**config.mk**
```make
export PLATFORM = sky130hd
export DESIGN_NAME = branch_predictor_btb
export DESIGN_NICKNAME = d
export VERILOG_FILES = /design/src/rtl/bp_pkg.sv /design/src/rtl/bp_sat_ctr.sv /design/src/rtl/branch_predictor_btb.sv
export SDC_FILE = /design/constraint.sdc
export NUM_CORES = 1
export LEC_CHECK = 0
export ABC_CLOCK_PERIOD_IN_PS = 8000
export CAP_MARGIN = 20
export CORE_UTILIZATION = 53
export DETAILED_ROUTE_END_ITERATION = 10
export PLACE_DENSITY = 0.77
export RECOVER_POWER = 50
export SETUP_SLACK_MARGIN = 0.15
export SLEW_MARGIN = 30
export SYNTH_ARGS = -nofsm -noshare
export SYNTH_HDL_FRONTEND = slang
export SYNTH_HIERARCHICAL = 1
export SYNTH_SLANG_ARGS = --single-unit
```
**constraint.sdc**
```tcl
create_clock -name clk -period 8 [get_ports clk]
set_clock_uncertainty 0.05 [all_clocks]
set_input_delay 0.8 -clock clk [delete_from_list [all_inputs] [get_ports clk]]
set_output_delay 0.8 -clock clk [all_outputs]
set_load 0.02 [all_outputs]
```
**src/rtl/bp_pkg.sv**
```systemverilog
// Shared definitions for the branch predictor / BTB.
// Holds control opcodes, pc_sel encodings, the BTB entry layout and
// opcode classification helpers.
// Entry fields are sized for the largest supported configuration
// (PCW <= 32, CTR_W <= 8); narrower builds zero-extend into them.
package bp_pkg;

  localparam logic [3:0] OP_BEQ = 4'b1000;
  localparam logic [3:0] OP_BLT = 4'b1001;
  localparam logic [3:0] OP_BLE = 4'b1010;
  localparam logic [3:0] OP_JAL = 4'b1100;
  localparam logic [3:0] OP_JLR = 4'b1101;
  localparam logic [3:0] OP_JRI = 4'b1111;

  localparam logic [1:0] PCSEL_SEQ   = 2'b00;
  localparam logic [1:0] PCSEL_PRED  = 2'b01;
  localparam logic [1:0] PCSEL_REDIR = 2'b10;

  localparam int unsigned BP_PCW_MAX   = 32;
  localparam int unsigned BP_CTR_W_MAX = 8;

  typedef struct packed {
    logic                    valid;
    logic [BP_PCW_MAX-1:0]   tag;
    logic [BP_PCW_MAX-1:0]   target;
    logic [BP_CTR_W_MAX-1:0] ctr;
  } btb_entry_t;

  // Conditional branches: direction comes from EX
  function automatic logic is_cond_op(input logic [3:0] op);
    return (op == OP_BEQ) || (op == OP_BLT) || (op == OP_BLE);
  endfunction

  // Jumps: always taken
  function automatic logic is_uncond_op(input logic [3:0] op);
    return (op == OP_JAL) || (op == OP_JLR) || (op == OP_JRI);
  endfunction

endpackage

```
**src/rtl/bp_sat_ctr.sv**
```systemverilog
// Saturating up/down counter next-value logic.
// Ports: ctr (current value), up (1 = increment, 0 = decrement),
//        ctr_next_c (combinational next value, clamped at 0 and all-ones).
module bp_sat_ctr #(
  parameter int unsigned CTR_W = 2
) (
  input  logic [CTR_W-1:0] ctr,
  input  logic             up,
  output logic [CTR_W-1:0] ctr_next_c
);

  localparam logic [CTR_W-1:0] CTR_MAX = {CTR_W{1'b1}};

  always_comb begin
    ctr_next_c = ctr;
    if (up) begin
      if (ctr != CTR_MAX) ctr_next_c = ctr + CTR_W'(1);
    end else begin
      if (ctr != '0) ctr_next_c = ctr - CTR_W'(1);
    end
  end

endmodule

```
**src/rtl/branch_predictor_btb.sv**
```systemverilog
// Direct-mapped branch target buffer with per-entry saturating direction
// counters. IF gets a combinational taken/target prediction for fetch_pc;
// control instructions resolved in EX train the table and raise flush only
// on a misprediction.
// Ports: clk, rst (async active-high); fetch_pc -> pred_taken/pred_target;
//        ex_* resolve port -> flush, pc_sel, redirect_pc.
// Optional macro BP_STATS_EN adds stat_branches / stat_mispredicts
// (16-bit saturating event counters).
module branch_predictor_btb
  import bp_pkg::*;
#(
  parameter int unsigned PCW     = 16,
  parameter int unsigned IW      = 16,
  parameter int unsigned ENTRIES = 8,
  parameter int unsigned CTR_W   = 2
) (
  input  logic           clk,
  input  logic           rst,
  input  logic [PCW-1:0] fetch_pc,
  output logic           pred_taken,
  output logic [PCW-1:0] pred_target,
  input  logic           ex_valid,
  input  logic [IW-1:0]  ex_ir,
  input  logic [PCW-1:0] ex_pc,
  input  logic           ex_taken,
  input  logic [PCW-1:0] ex_target,
  input  logic           ex_pred_taken,
  input  logic [PCW-1:0] ex_pred_target,
  output logic           flush,
  output logic [1:0]     pc_sel,
  output logic [PCW-1:0] redirect_pc
`ifdef BP_STATS_EN
  ,
  output logic [15:0]    stat_branches,
  output logic [15:0]    stat_mispredicts
`endif
);

  localparam int unsigned IDX_W = $clog2(ENTRIES);

  btb_entry_t       btb_q [ENTRIES];
  logic [CTR_W-1:0] ctr_next [ENTRIES];

  logic [3:0]       opcode;
  logic [IDX_W-1:0] f_idx;
  logic [IDX_W-1:0] e_idx;
  logic             f_hit;
  logic             e_hit;
  logic             resolve;
  logic             actual_taken;
  logic             mispredict;
  logic             unused_ir_bits;

  assign opcode         = ex_ir[IW-1:IW-4];
  assign unused_ir_bits = ^ex_ir[IW-5:0];

  // Fetch-side lookup from registered table state
  assign f_idx = fetch_pc[IDX_W-1:0];
  assign f_hit = btb_q[f_idx].valid &&
                 (btb_q[f_idx].tag == BP_PCW_MAX'(fetch_pc[PCW-1:IDX_W]));

  always_comb begin
    pred_taken  = 1'b0;
    pred_target = '0;
    if (f_hit) begin
      pred_taken  = btb_q[f_idx].ctr[CTR_W-1];
      pred_target = btb_q[f_idx].target[PCW-1:0];
    end
  end

  // Resolve-side classification and misprediction detection
  assign e_idx        = ex_pc[IDX_W-1:0];
  assign e_hit        = btb_q[e_idx].valid &&
                        (btb_q[e_idx].tag == BP_PCW_MAX'(ex_pc[PCW-1:IDX_W]));
  assign resolve      = ex_valid && (is_cond_op(opcode) || is_uncond_op(opcode));
  assign actual_taken = is_uncond_op(opcode) || ex_taken;

  always_comb begin
    mispredict = 1'b0;
    if (resolve) begin
      mispredict = (actual_taken != ex_pred_taken) ||
                   (actual_taken && (ex_target != ex_pred_target));
    end
  end

  // PC-update mux select; a redirect overrides the fetch prediction
  always_comb begin
    flush       = mispredict;
    redirect_pc = '0;
    pc_sel      = pred_taken ? PCSEL_PRED : PCSEL_SEQ;
    if (mispredict) begin
      pc_sel      = PCSEL_REDIR;
      redirect_pc = actual_taken ? ex_target : ex_pc + PCW'(1);
    end
  end

  // One counter-update instance per entry
  for (genvar i = 0; i < ENTRIES; i++) begin : g_ctr
    bp_sat_ctr #(.CTR_W(CTR_W)) u_sat_ctr (
      .ctr        (btb_q[i].ctr[CTR_W-1:0]),
      .up         (actual_taken),
      .ctr_next_c (ctr_next[i])
    );
  end

  // Table training: update on hit, allocate weakly-taken on taken miss
  always_ff @(posedge clk or posedge rst) begin
    if (rst) begin
      for (int i = 0; i < ENTRIES; i++) begin
        btb_q[i] <= '{valid: 1'b0, tag: '0, target: '0, ctr: BP_CTR_W_MAX'(1)};
      end
    end else if (resolve) begin
      if (e_hit) begin
        btb_q[e_idx].ctr <= BP_CTR_W_MAX'(ctr_next[e_idx]);
        if (actual_taken) btb_q[e_idx].target <= BP_PCW_MAX'(ex_target);
      end else if (actual_taken) begin
        btb_q[e_idx] <= '{valid:  1'b1,
                          tag:    BP_PCW_MAX'(ex_pc[PCW-1:IDX_W]),
                          target: BP_PCW_MAX'(ex_target),
                          ctr:    BP_CTR_W_MAX'(1) << (CTR_W - 1)};
      end
    end
  end

`ifdef BP_STATS_EN
  // Saturating event counters
  always_ff @(posedge clk or posedge rst) begin
    if (rst) begin
      stat_branches    <= '0;
      stat_mispredicts <= '0;
    end else begin
      if (resolve && (stat_branches != 16'hFFFF))
        stat_branches <= stat_branches + 16'd1;
      if (mispredict && (stat_mispredicts != 16'hFFFF))
        stat_mispredicts <= stat_mispredicts + 16'd1;
    end
  end
`endif

endmodule

```
==> run summary <==
The total negative slack for setup checks is 0 ps. The tree is rooted in a clkbuf_16. The maximum net fanout on the critical path came out at 130. The initialized floorplan defines 59 standard-cell rows. The switching power total is 999 µW. Timing would allow up to 0.169 GHz. The critical path class is in2async.

Clock-pin slew was measured on the worst setup and hold paths at 60 ps. The floorplan step defined a die boundary enclosing 27300 µm². The first global-routing pass estimated 54200 µm of wire. The placer congestion estimate came out at 0.834. The TritonCTS buffer count came out at 27.

The biggest area contributor in the post-synthesis netlist is dfrtp_1. The count of buffering cells on the critical path with inverters included came out at 4. The sequential cell fraction of total power is 0.455. STA classifies the critical path startpoint as a primary input. The count of final hold-check violations is 0. The switching share of power is 0.260. The endpoint of the most critical register-to-register path is btb_q[51]. Counting cells, the worst reg-to-reg path comes to 8. In the finished design, the share of the clock period the worst path needs comes to 0.742. The number of cells in the design after placement came out at 1397. The final critical delay including setup and external delays came out at 5930 ps.

TritonCTS built the clock tree. Pin placement for this block handled 121 I/O pins. 0 antenna diodes ended up in the layout. The critical path's top delay family is buffers and inverters. In the global route stage, overall resource usage came out at 0.266.

For this configuration, the core starts out at a cell density of 0.542. Measured against its own limit, the worst slew margin works out to -1.10. The initial antenna violation count came out at 0.

Compared with the post-synthesis result, the final layout area differs by 14.7%. The async set-reset flop share out of synthesis is 1.00. The fraction of final layout cells sized beyond drive strength 1 is 0.374. Counting flops per register, the top entry is btb_q.

Among all stages on the critical path, the largest delay is contributed by clkbuf_2. The synthesized flop and latch total is 256. The count of final setup violators came out at 0. The post-detailed-route via-to-cell ratio is 6.17. The wire length per cell came out at 23.9 µm. The post-route standard cell area excluding fillers came out at 16200 µm².

For the worst setup path, the data required time is 7890 ps. Leaving out fill and tap cells, the most frequent cell in the layout is dfrtp_1. The placed wire-length estimate came out at 21900 µm.

The flow ran to the end, but the final reports show violations. The clock latency on the worst-skew pair is 530 ps. The number of nets in the synthesized netlist is 1119.

In this design, the stage delay of the slowest critical-path cell is 2440 ps. The slew at the pin closest to its max-slew limit is 3150 ps. The max-slew violation count came out at 179. The average cell area after synthesis is 13.7 µm². The total number of yosys warnings is 6.

In this run the register-to-register setup slack is 4390 ps. In the final layout, the registers with the most flip-flops are btb_q x256. The number of stages on the worst hold path is 1. In this run the number of H-tree levels came out at 1. After the last flow step, the layout net total stands at 1180.

The number of flip-flops under the largest register name is 256. The count of placed standard cells in the final layout, fillers left out is 1447. From left edge to right edge, the die measures 165 µm. The final layout contains routed wiring with a total length of 34600 µm.

Post-CTS timing repair inserted 0 buffers for setup. The area share of the largest cell type after synthesis is 0.440. The count of buffers inserted at the top-level ports came out at 108. The height of the die is 165 µm. The path with the worst hold slack has its endpoint at btb_q[364]. The clock power share is 0.325. Setup repair after global routing left no endpoint under its margin. Summing every instance area after synthesis gives 14100 µm². In this run the critical register-to-register path is launched from btb_q[117]. The post-CTS resize count is 0. The CTS sink count came out at 256.

The first detailed-routing pass took 7 iterations. The number of DRC violations after detailed routing is 0. The number of buffers on the longest clock path is 3. The number of buffers inserted for hold repair after clock tree synthesis is 0. The area of the placeable core is 26100 µm². The static leakage is 6.88 nW. The via count of the first global-routing pass is 9295. The number of cells produced by synthesis came out at 1032. In this run the most critical hold path is launched from btb_q[364]. The pin count of the biggest net entering global routing is 177.

The count of maximum capacitance violations is 2. VDD sags by at most 0.165 mV. The routed via count is 8922. The total congestion overflow after global routing is 0. The path class of the tightest hold or removal check is reg2reg. The internal power came out at 2.84 mW.

The unique cell type count in the Yosys netlist came out at 50. The signal on the critical path passes through dlygate4sd3_1, clkinvlp_4, clkbuf_1, clkbuf_2. The data arrival time of the worst path came out at 5820 ps. The number of flops mapped to enable cells by yosys is 0. In the synthesized netlist the dominant register cell turns out to be dfrtp_1. In this run the cell area measured after placement is 15300 µm². For this design the ratio of total power to cell area is 237 nW/µm². Ranked by total cell area, the synthesized netlist is headed by dfrtp_1 44%, mux2_2 14%, mux4_2 12%, mux2_4 6.7%, mux2i_1 4.0%. The register area share after synthesis is 0.454. The final reports fail on max-capacitance violations, max-slew violations. The relative contribution of combinational cells to total power is 0.220. The number of design-rule violations left by the first detailed-router iteration is 500. The worst setup path is captured at an asynchronous set/reset pin.

Leaving out fill and tap cells, the most frequent cells in the layout are 248 x dfrtp_1, 173 x mux2_2, 101 x clkdlybuf4s50_1. The number of nets still failing antenna checks after routing came out at 0.
[stage by stage]
step	setup WS [ps]	hold WS [ps]	utilization	power [mW]
floorplan	3780	393	-	2.38
global placement	2100	412	0.586	2.57
detailed placement	2290	427	0.587	2.61
CTS	2250	441	0.621	3.86
global route	1030	464	0.622	4.01
finish	2070	440	0.622	3.84
[synthesized netlist by cell type, types with 2 or more instances]
cell type and n:
nor3_1 5, and4_1 2, maj3_2 16, mux2_2 173, o21ai_0 2, and2_1 3, a221oi_1 4, and3_1 5
nand2b_1 14, buf_6 11, xnor2_1 28, nand4_1 7, nand2_1 36, a21oi_1 7, inv_1 19, buf_1 8
dfrtp_1 248, a31oi_1 2, nand3b_1 3, mux2i_1 56, clkbuf_1 57, or2_1 7, nor4_1 7, nand3_1 8
mux4_2 76, dfstp_2 8, xor2_1 29, ha_1 2, a22o_1 10, buf_4 2, mux2_4 63, buf_2 12
a22oi_1 17, a211oi_1 14, nor2_4 7, nor2_1 45, nor2b_1 6
[cell type report]
type	instances	area, µm²
sequential	256	6420
clock buffer	42	832
fill	1934	9860
inverter	20	78.8
multi-input combinational	666	7220
clock inverter	6	55.1
tap	335	419
timing repair buffer	122	1180
[power groups by stage]
stage          logic [mW]  clock network, mW  registers, mW
6_report            0.845               1.25           1.75
5_1_grt             0.910               1.32           1.78
2_1_floorplan       0.678                  0           1.71
4_1_cts             0.850               1.26           1.74
3_3_place_gp        0.818                  0           1.75
3_5_place_dp        0.845                  0           1.76
[metal layers]
layer  global-route usage  wire length [µm]  vias to the layer above
met1                0.364             14600                     4648
met3               0.0452              2160                       70
li1                     -                 -                     3911
met4               0.0967              1170                        0
met2                0.428             16700                      293
met5                    0                 0                        -
[worst max-delay path by stage]
stage                startpoint          to  slack, ps  cells after the start
floorplan                   rst   btb_q[10]       3780                      1
global placement    fetch_pc[0]   pc_sel[0]       2100                      8
detailed placement    ex_ir[12]   pc_sel[0]       2290                      9
CTS                   ex_ir[12]   pc_sel[0]       2250                      9
global route                rst  btb_q[230]       1030                      4
finish                      rst  btb_q[154]       2070                      4
[kinds of logic after synthesis]
logic type | Yosys count | synth area share
AOI/OAI and AO/OA | 63 | 0.0333
xor gates and xnor gates | 57 | 0.0354
adders and majority gates | 18 | 0.0145
buffers and inverters | 110 | 0.0367
DFF | 256 | 0.454
muxes | 368 | 0.366
and+or+nand+nor | 160 | 0.0597
No activity file was read; power rests on OpenSTA's default activity.
==> patch 1 (same flow settings) <==
The option `BP_STATS_EN` is turned on by a define.
--- a/src/rtl/branch_predictor_btb.sv
+++ b/src/rtl/branch_predictor_btb.sv
@@ -6,6 +6,8 @@
 //        ex_* resolve port -> flush, pc_sel, redirect_pc.
 // Optional macro BP_STATS_EN adds stat_branches / stat_mispredicts
 // (16-bit saturating event counters).
+`define BP_STATS_EN
+
 module branch_predictor_btb
   import bp_pkg::*;
 #(
New outputs: stat_branches and stat_mispredicts. Function: not settled (the Yosys comparison gave no result); the edit may change what the design does.
==> patch 1 against the unedited design <==
  * The run still ends with max-capacitance violations, max-slew violations left
  * Design area is 11% higher
  * Final cell count increased by 12%
  * Non-clock buffer count increased by 33
  * Via count rose by 9.7%
  * Sequential cell count is 32 higher
  * Routed wire length increased by 5.0%
  * Sequential power up 11%
  * Worst setup slack improved by 250 ps
  * Total power is 15% higher
  * Synthesized area rose by 7.5%
  * Critical path type unchanged
==> patch 1: results (changes against the unedited design) <==
| Metric | Value |
|---|---|
| Run status | complete, but fails checks |
| Failing checks | max-capacitance violations, max-slew violations |
| GR Util All Layers | 26.1% (-0.50 points) |
| Critical path's slowest cell | clkbuf_1 |
| End of the worst hold path | stat_mispredicts[6] |
| Number of vias per cell | 6.04 (-2.1%) |
| Layout cell share with drive strength beyond 1 | 31.1% (-6.3 points) |
| R2r endpoint | btb_q[268] |
| Yosys cell types | 51 (+2.0%) |
| WL met2 | 17.9 mm (+7.0%) |
| H-tree depth | 2 (+1) |
| Clock Path Buffers | 3 (unchanged) |
| Worst hold stages | 1 (unchanged) |
| Peak supply drop | 0.129 mV (-22%) |
| Vias in the first global route | 10.2k (+10%) |
| Iter 0 DRT Violations | 607 (+21%) |
| Slew HR | -89.5% (+20 points) |
| M1 WL | 15.7 mm (+8.0%) |
| Grt met3 use | 4.72% (+0.20 points) |
| R2r setup slk | 4760 ps (+370 ps) |
| Grt met2 use | 42.7% (-0.056 points) |
| # Max-Cap Violations | 2 (unchanged) |
| Worst hold path startpoint | stat_mispredicts[6] |
| Syn. warnings | 6 (unchanged) |
| FF-to-FF Start | btb_q[337] |
| Number of inserted diodes | 0 (unchanged) |
| Highest metal used | met5 |
| Worst-case reg-to-reg path depth | 9 (+1) |
| Area contributors post-synth | dfrtp_1 (46%), mux4_2 (13%), mux2_2 (13%) |
| Mean routed wirelength per cell | 22.4 µm (-6.2%) |
| Post-CTS resize count | 0 (unchanged) |
| CP Max Fanout | 55 (-58%) |
| Clock buffer count from CTS | 34 (+26%) |
| CP delay by family, top | buffers and inverters |
| Largest net degree at the start of global routing | 185 (+4.5%) |
| Clk root buf | clkbuf_16 |
| PortBufs | 140 (+30%) |
| First-pass GRT wire length | 57.9 mm (+6.7%) |
| Ys async rst share | 100% (unchanged) |
| Met1 Track Usage GR | 36.2% (-0.27 points) |
| Initial antenna violation count | 1 (+1) |
| Biggest regs | btb_q: 256 flops, stat_branches: 16 flops, stat_mispredicts: 16 flops |
| Post-synth top cells | dfrtp_1 (280), mux2_2 (174), mux4_2 (90) |
| EDFF count, synth | 0 (unchanged) |
| Clock transition at path regs | 50 ps |
| Register area share after synthesis | 47.6% (+2.1 points) |
| Met3 wire length | 2.07 mm (-4.0%) |
| Hold/Removal Path Class | flip-flop to flip-flop |
| Static leakage | 7.84 nW (+14%) |
| Drt pass-1 iters | 4 (-3) |
| CP arrival | 5620 ps (-200 ps) |
| Latest clock arrival within the worst-skew pair | 510 ps (-20 ps) |
| Nets | 1,307 (+11%) |
| Final RePlAce weighted congestion | 0.787 (-5.6%) |
| Hpwl dp | 23.0 mm (+4.9%) |
| Synthesized Nets | 1,205 (+7.7%) |
| Postcts setup bufs | 0 (unchanged) |
| Largest stage delay on the critical path | 2140 ps (-300 ps) |
| Count of pins over their slew limit | 107 (-40%) |
patch 1: cell count changes in the layout (fill, tap and decap cells not counted), moves of 15 or more:
cell and delta:
a22oi_1 -15, dfrtp_1 +32, dlygate4sd3_1 +30, mux2_1 +63, mux2_4 -63, nand4_1 +15
patch 1: how the worst max path moves through the flow:
stage / cells past startpoint / endpoint / startpoint
2_1_floorplan: 1 / btb_q[10] / rst
3_3_place_gp: 8 / pc_sel[0] / fetch_pc[1]
3_5_place_dp: 9 / pc_sel[0] / fetch_pc[1]
4_1_cts: 9 / pc_sel[0] / fetch_pc[1]
5_1_grt: 4 / stat_branches[6] / rst
6_report: 4 / stat_branches[5] / rst
patch 1: where the power goes:
group	switching, mW	internal (mW)	total (mW)
Sequential	0.196	1.75	1.94
Combinational	0.379	0.521	0.901
Clock	0.598	0.974	1.57
Total	1.17	3.24	4.42
patch 1: stage by stage:
step	area, µm²	power, mW	cells	hold WS (ps)	worst slack (ps)
final	18000	4.42	1621	438	2320
after global routing	18000	4.62	1621	457	1180
after CTS	18000	4.46	1620	441	2500
after detailed placement	16800	2.87	1559	426	2510
after global placement	16800	2.83	1558	411	2190
after floorplan	15200	2.59	1116	395	3340
patch 1: final cells by class:
cell class                 instances  area, µm²
clock buffer                      54       1100
clock inverter                     7       62.6
fill                            2131       9920
inverter                          14       56.3
multi-input combinational        725       7600
sequential                       288       7220
tap                              378        473
timing repair buffer             155       1510
patch 1: logic make-up after synthesis:
kind of cell | count (synthesis) | share of synthesized area [%]
buf+inv | 103 | 3.03
simple gates | 186 | 6.14
flops | 288 | 47.6
fa+ha+maj | 20 | 1.52
mux | 382 | 34.6
xor+xnor | 84 | 4.85
compound gates | 53 | 2.31
==> patch 2 (config.mk and constraints unchanged) <==
Without the edit above. Put a register stage on the output `redirect_pc`, without a reset. The value now appears one clock later. The other outputs are not delayed to match.
--- a/src/rtl/branch_predictor_btb.sv
+++ b/src/rtl/branch_predictor_btb.sv
@@ -37,6 +37,8 @@
 );
 
   localparam int unsigned IDX_W = $clog2(ENTRIES);
+
+  logic [PCW-1:0] redirect_pc_d;
 
   btb_entry_t       btb_q [ENTRIES];
   logic [CTR_W-1:0] ctr_next [ENTRIES];
@@ -86,11 +88,11 @@
   // PC-update mux select; a redirect overrides the fetch prediction
   always_comb begin
     flush       = mispredict;
-    redirect_pc = '0;
+    redirect_pc_d = '0;
     pc_sel      = pred_taken ? PCSEL_PRED : PCSEL_SEQ;
     if (mispredict) begin
       pc_sel      = PCSEL_REDIR;
-      redirect_pc = actual_taken ? ex_target : ex_pc + PCW'(1);
+      redirect_pc_d = actual_taken ? ex_target : ex_pc + PCW'(1);
     end
   end
 
@@ -137,5 +139,9 @@
   end
 `endif
 
+  always_ff @(posedge clk) begin
+    redirect_pc <= redirect_pc_d;
+  end
+
 endmodule
 
Function: not settled (the Yosys comparison gave no result); the edit may change what the design does.
==> patch 2 against the unedited design <==
  * The run still ends with max-capacitance violations, max-slew violations left
  * First-iteration DRC count up 54%
  * Global-route usage increased by 0.37 points
  * Worst setup slack worse by 350 ps
  * Sequential cell count grew 16
  * Combinational power up 0.9%
  * Sequential share of layout area is 0.80 points higher
  * Routed wire length increased by 4.4%
  * Total power is 8.0% higher
  * Final cell count grew 4.8%
  * Synthesized area up 1.8%
  * Design area is 2.9% higher
==> patch 2: results (changes against the unedited design) <==
| Metric | Value |
|---|---|
| Run status | complete, but fails checks |
| Failing checks | max-capacitance violations, max-slew violations |
| FF-to-FF Start | btb_q[41] |
| Number of vias per cell | 6.27 (+1.8%) |
| Largest net degree at the start of global routing | 165 (-6.8%) |
| Initial antenna violation count | 1 (+1) |
| Biggest regs | btb_q: 256 flops, redirect_pc: 16 flops |
| Static leakage | 7.24 nW (+5.3%) |
| Fill count | 1,996 (+3.2%) |
| Critical path's slowest cell | clkbuf_1 |
| Post-synth top cells | dfrtp_1 (248), mux2_2 (234), mux2i_1 (79) |
| CP Launch Point | ex_ir[12] |
| Largest stage delay on the critical path | 1440 ps (-1000 ps) |
| Nets | 1,246 (+5.6%) |
| WL met2 | 17.1 mm (+2.3%) |
| Clock transition at path regs | 60 ps (about the same) |
| Clock buffer count from CTS | 29 (+7.4%) |
| DP Area | 15,700 µm² (+2.3%) |
| Final wirelength | 36.2 mm (+4.4%) |
| Count of pins over their slew limit | 164 (-8.4%) |
| Placed insts | 1,462 (+4.7%) |
| Net switching power figure | 1.09 mW (+9.2%) |
| Ys async rst share | 94.1% (-5.9 points) |
| Latest clock arrival within the worst-skew pair | 550 ps (+20 ps) |
| Via Count | 9,512 (+6.6%) |
| M1 WL | 15.3 mm (+4.9%) |
| Register area share after synthesis | 46.9% (+1.4 points) |
| Iter 0 DRT Violations | 772 (+54%) |
| Final RePlAce weighted congestion | 0.786 (-5.8%) |
| Vias in the first global route | 9,982 (+7.4%) |
| CP arrival | 5430 ps (-390 ps) |
| Number of inserted diodes | 0 (unchanged) |
| Worst Tran Pin Value | 3580 ps (+433 ps) |
| Peak supply drop | 0.200 mV (+21%) |
| # Max-Cap Violations | 4 (+2) |
| Worst hold path startpoint | btb_q[437] |
| Met3 wire length | 2.71 mm (+25%) |
| GR Util All Layers | 27.0% (+0.37 points) |
| Hpwl dp | 22.8 mm (+3.9%) |
| Yosys cell types | 49 (-2.0%) |
| Synth Instances | 1,095 (+6.1%) |
| Layout cell share with drive strength beyond 1 | 35.7% (-1.7 points) |
| Area contributors post-synth | dfrtp_1 (43%), mux2_2 (18%), mux4_2 (11%) |
patch 2: cell types whose count changed after synthesis, sizes merged, moves of 10 or more:
| cell | unedited run | this run |
|---|---|---|
| a21oi | 8 | 26 |
| dfxtp | 0 | 16 |
| o21ai | 2 | 13 |
| mux2i | 56 | 79 |
| buf | 33 | 43 |
patch 2: worst paths after layout:
path                              endpoint  slack, ps  cells after the start
worst max-delay path             pc_sel[0]       1720                      9
worst min-delay path            btb_q[437]        450                      1
worst max register to register  btb_q[484]       4570                      8
worst min register to register  btb_q[437]        450                      1
max in group asynchronous       btb_q[490]       3010                      3
min in group asynchronous       btb_q[147]        950                      2
patch 2: metrics by stage:
step / total power, mW / worst slack, ps / hold WS [ps]
floorplan: 2.49 / 3680 / 402
global placement: 2.68 / 2420 / 414
detailed placement: 2.73 / 2590 / 430
CTS: 4.17 / 2760 / 449
global route: 4.33 / 1310 / 465
finish: 4.15 / 1720 / 447
patch 2: metal layers:
metal,vias to the layer above,global-route usage [%]
met2,355,42.9
met4,0,8.86
li1,4174,-
met3,72,5.30
met5,-,0
met1,4911,37.4
patch 2: area by class of cell:
type,instances,area [µm²],share of cell area [%]
tap,335,419,2.51
timing repair buffer,129,1220,7.33
multi-input combinational,716,7230,43.4
clock buffer,36,782,4.69
sequential,272,6740,40.4
clock inverter,17,235,1.41
inverter,11,42.5,0.255
patch 2: logic make-up after synthesis:
logic type      count (synthesis)  share of synthesized area (%)
mux                           383                           34.8
buf+inv                       107                           3.36
xor+xnor                       48                           2.92
fa+ha+maj                      18                           1.43
compound gates                103                           4.95
flops                         272                           46.9
simple gates                  164                           5.67
patch 2: power groups by stage:
stage / Sequential [mW] / Combinational [mW] / Clock, mW
6_report: 1.86 / 0.853 / 1.44
5_1_grt: 1.90 / 0.928 / 1.51
4_1_cts: 1.86 / 0.859 / 1.45
3_5_place_dp: 1.88 / 0.851 / 0
3_3_place_gp: 1.85 / 0.823 / 0
2_1_floorplan: 1.82 / 0.672 / 0
patch 2: worst max-delay path, delay by kind of cell:
family	cells	cell delay, ps
AND/OR/NAND/NOR	2	360
buffers and inverters	5	3580
AO/OA/AOI/OAI	2	650
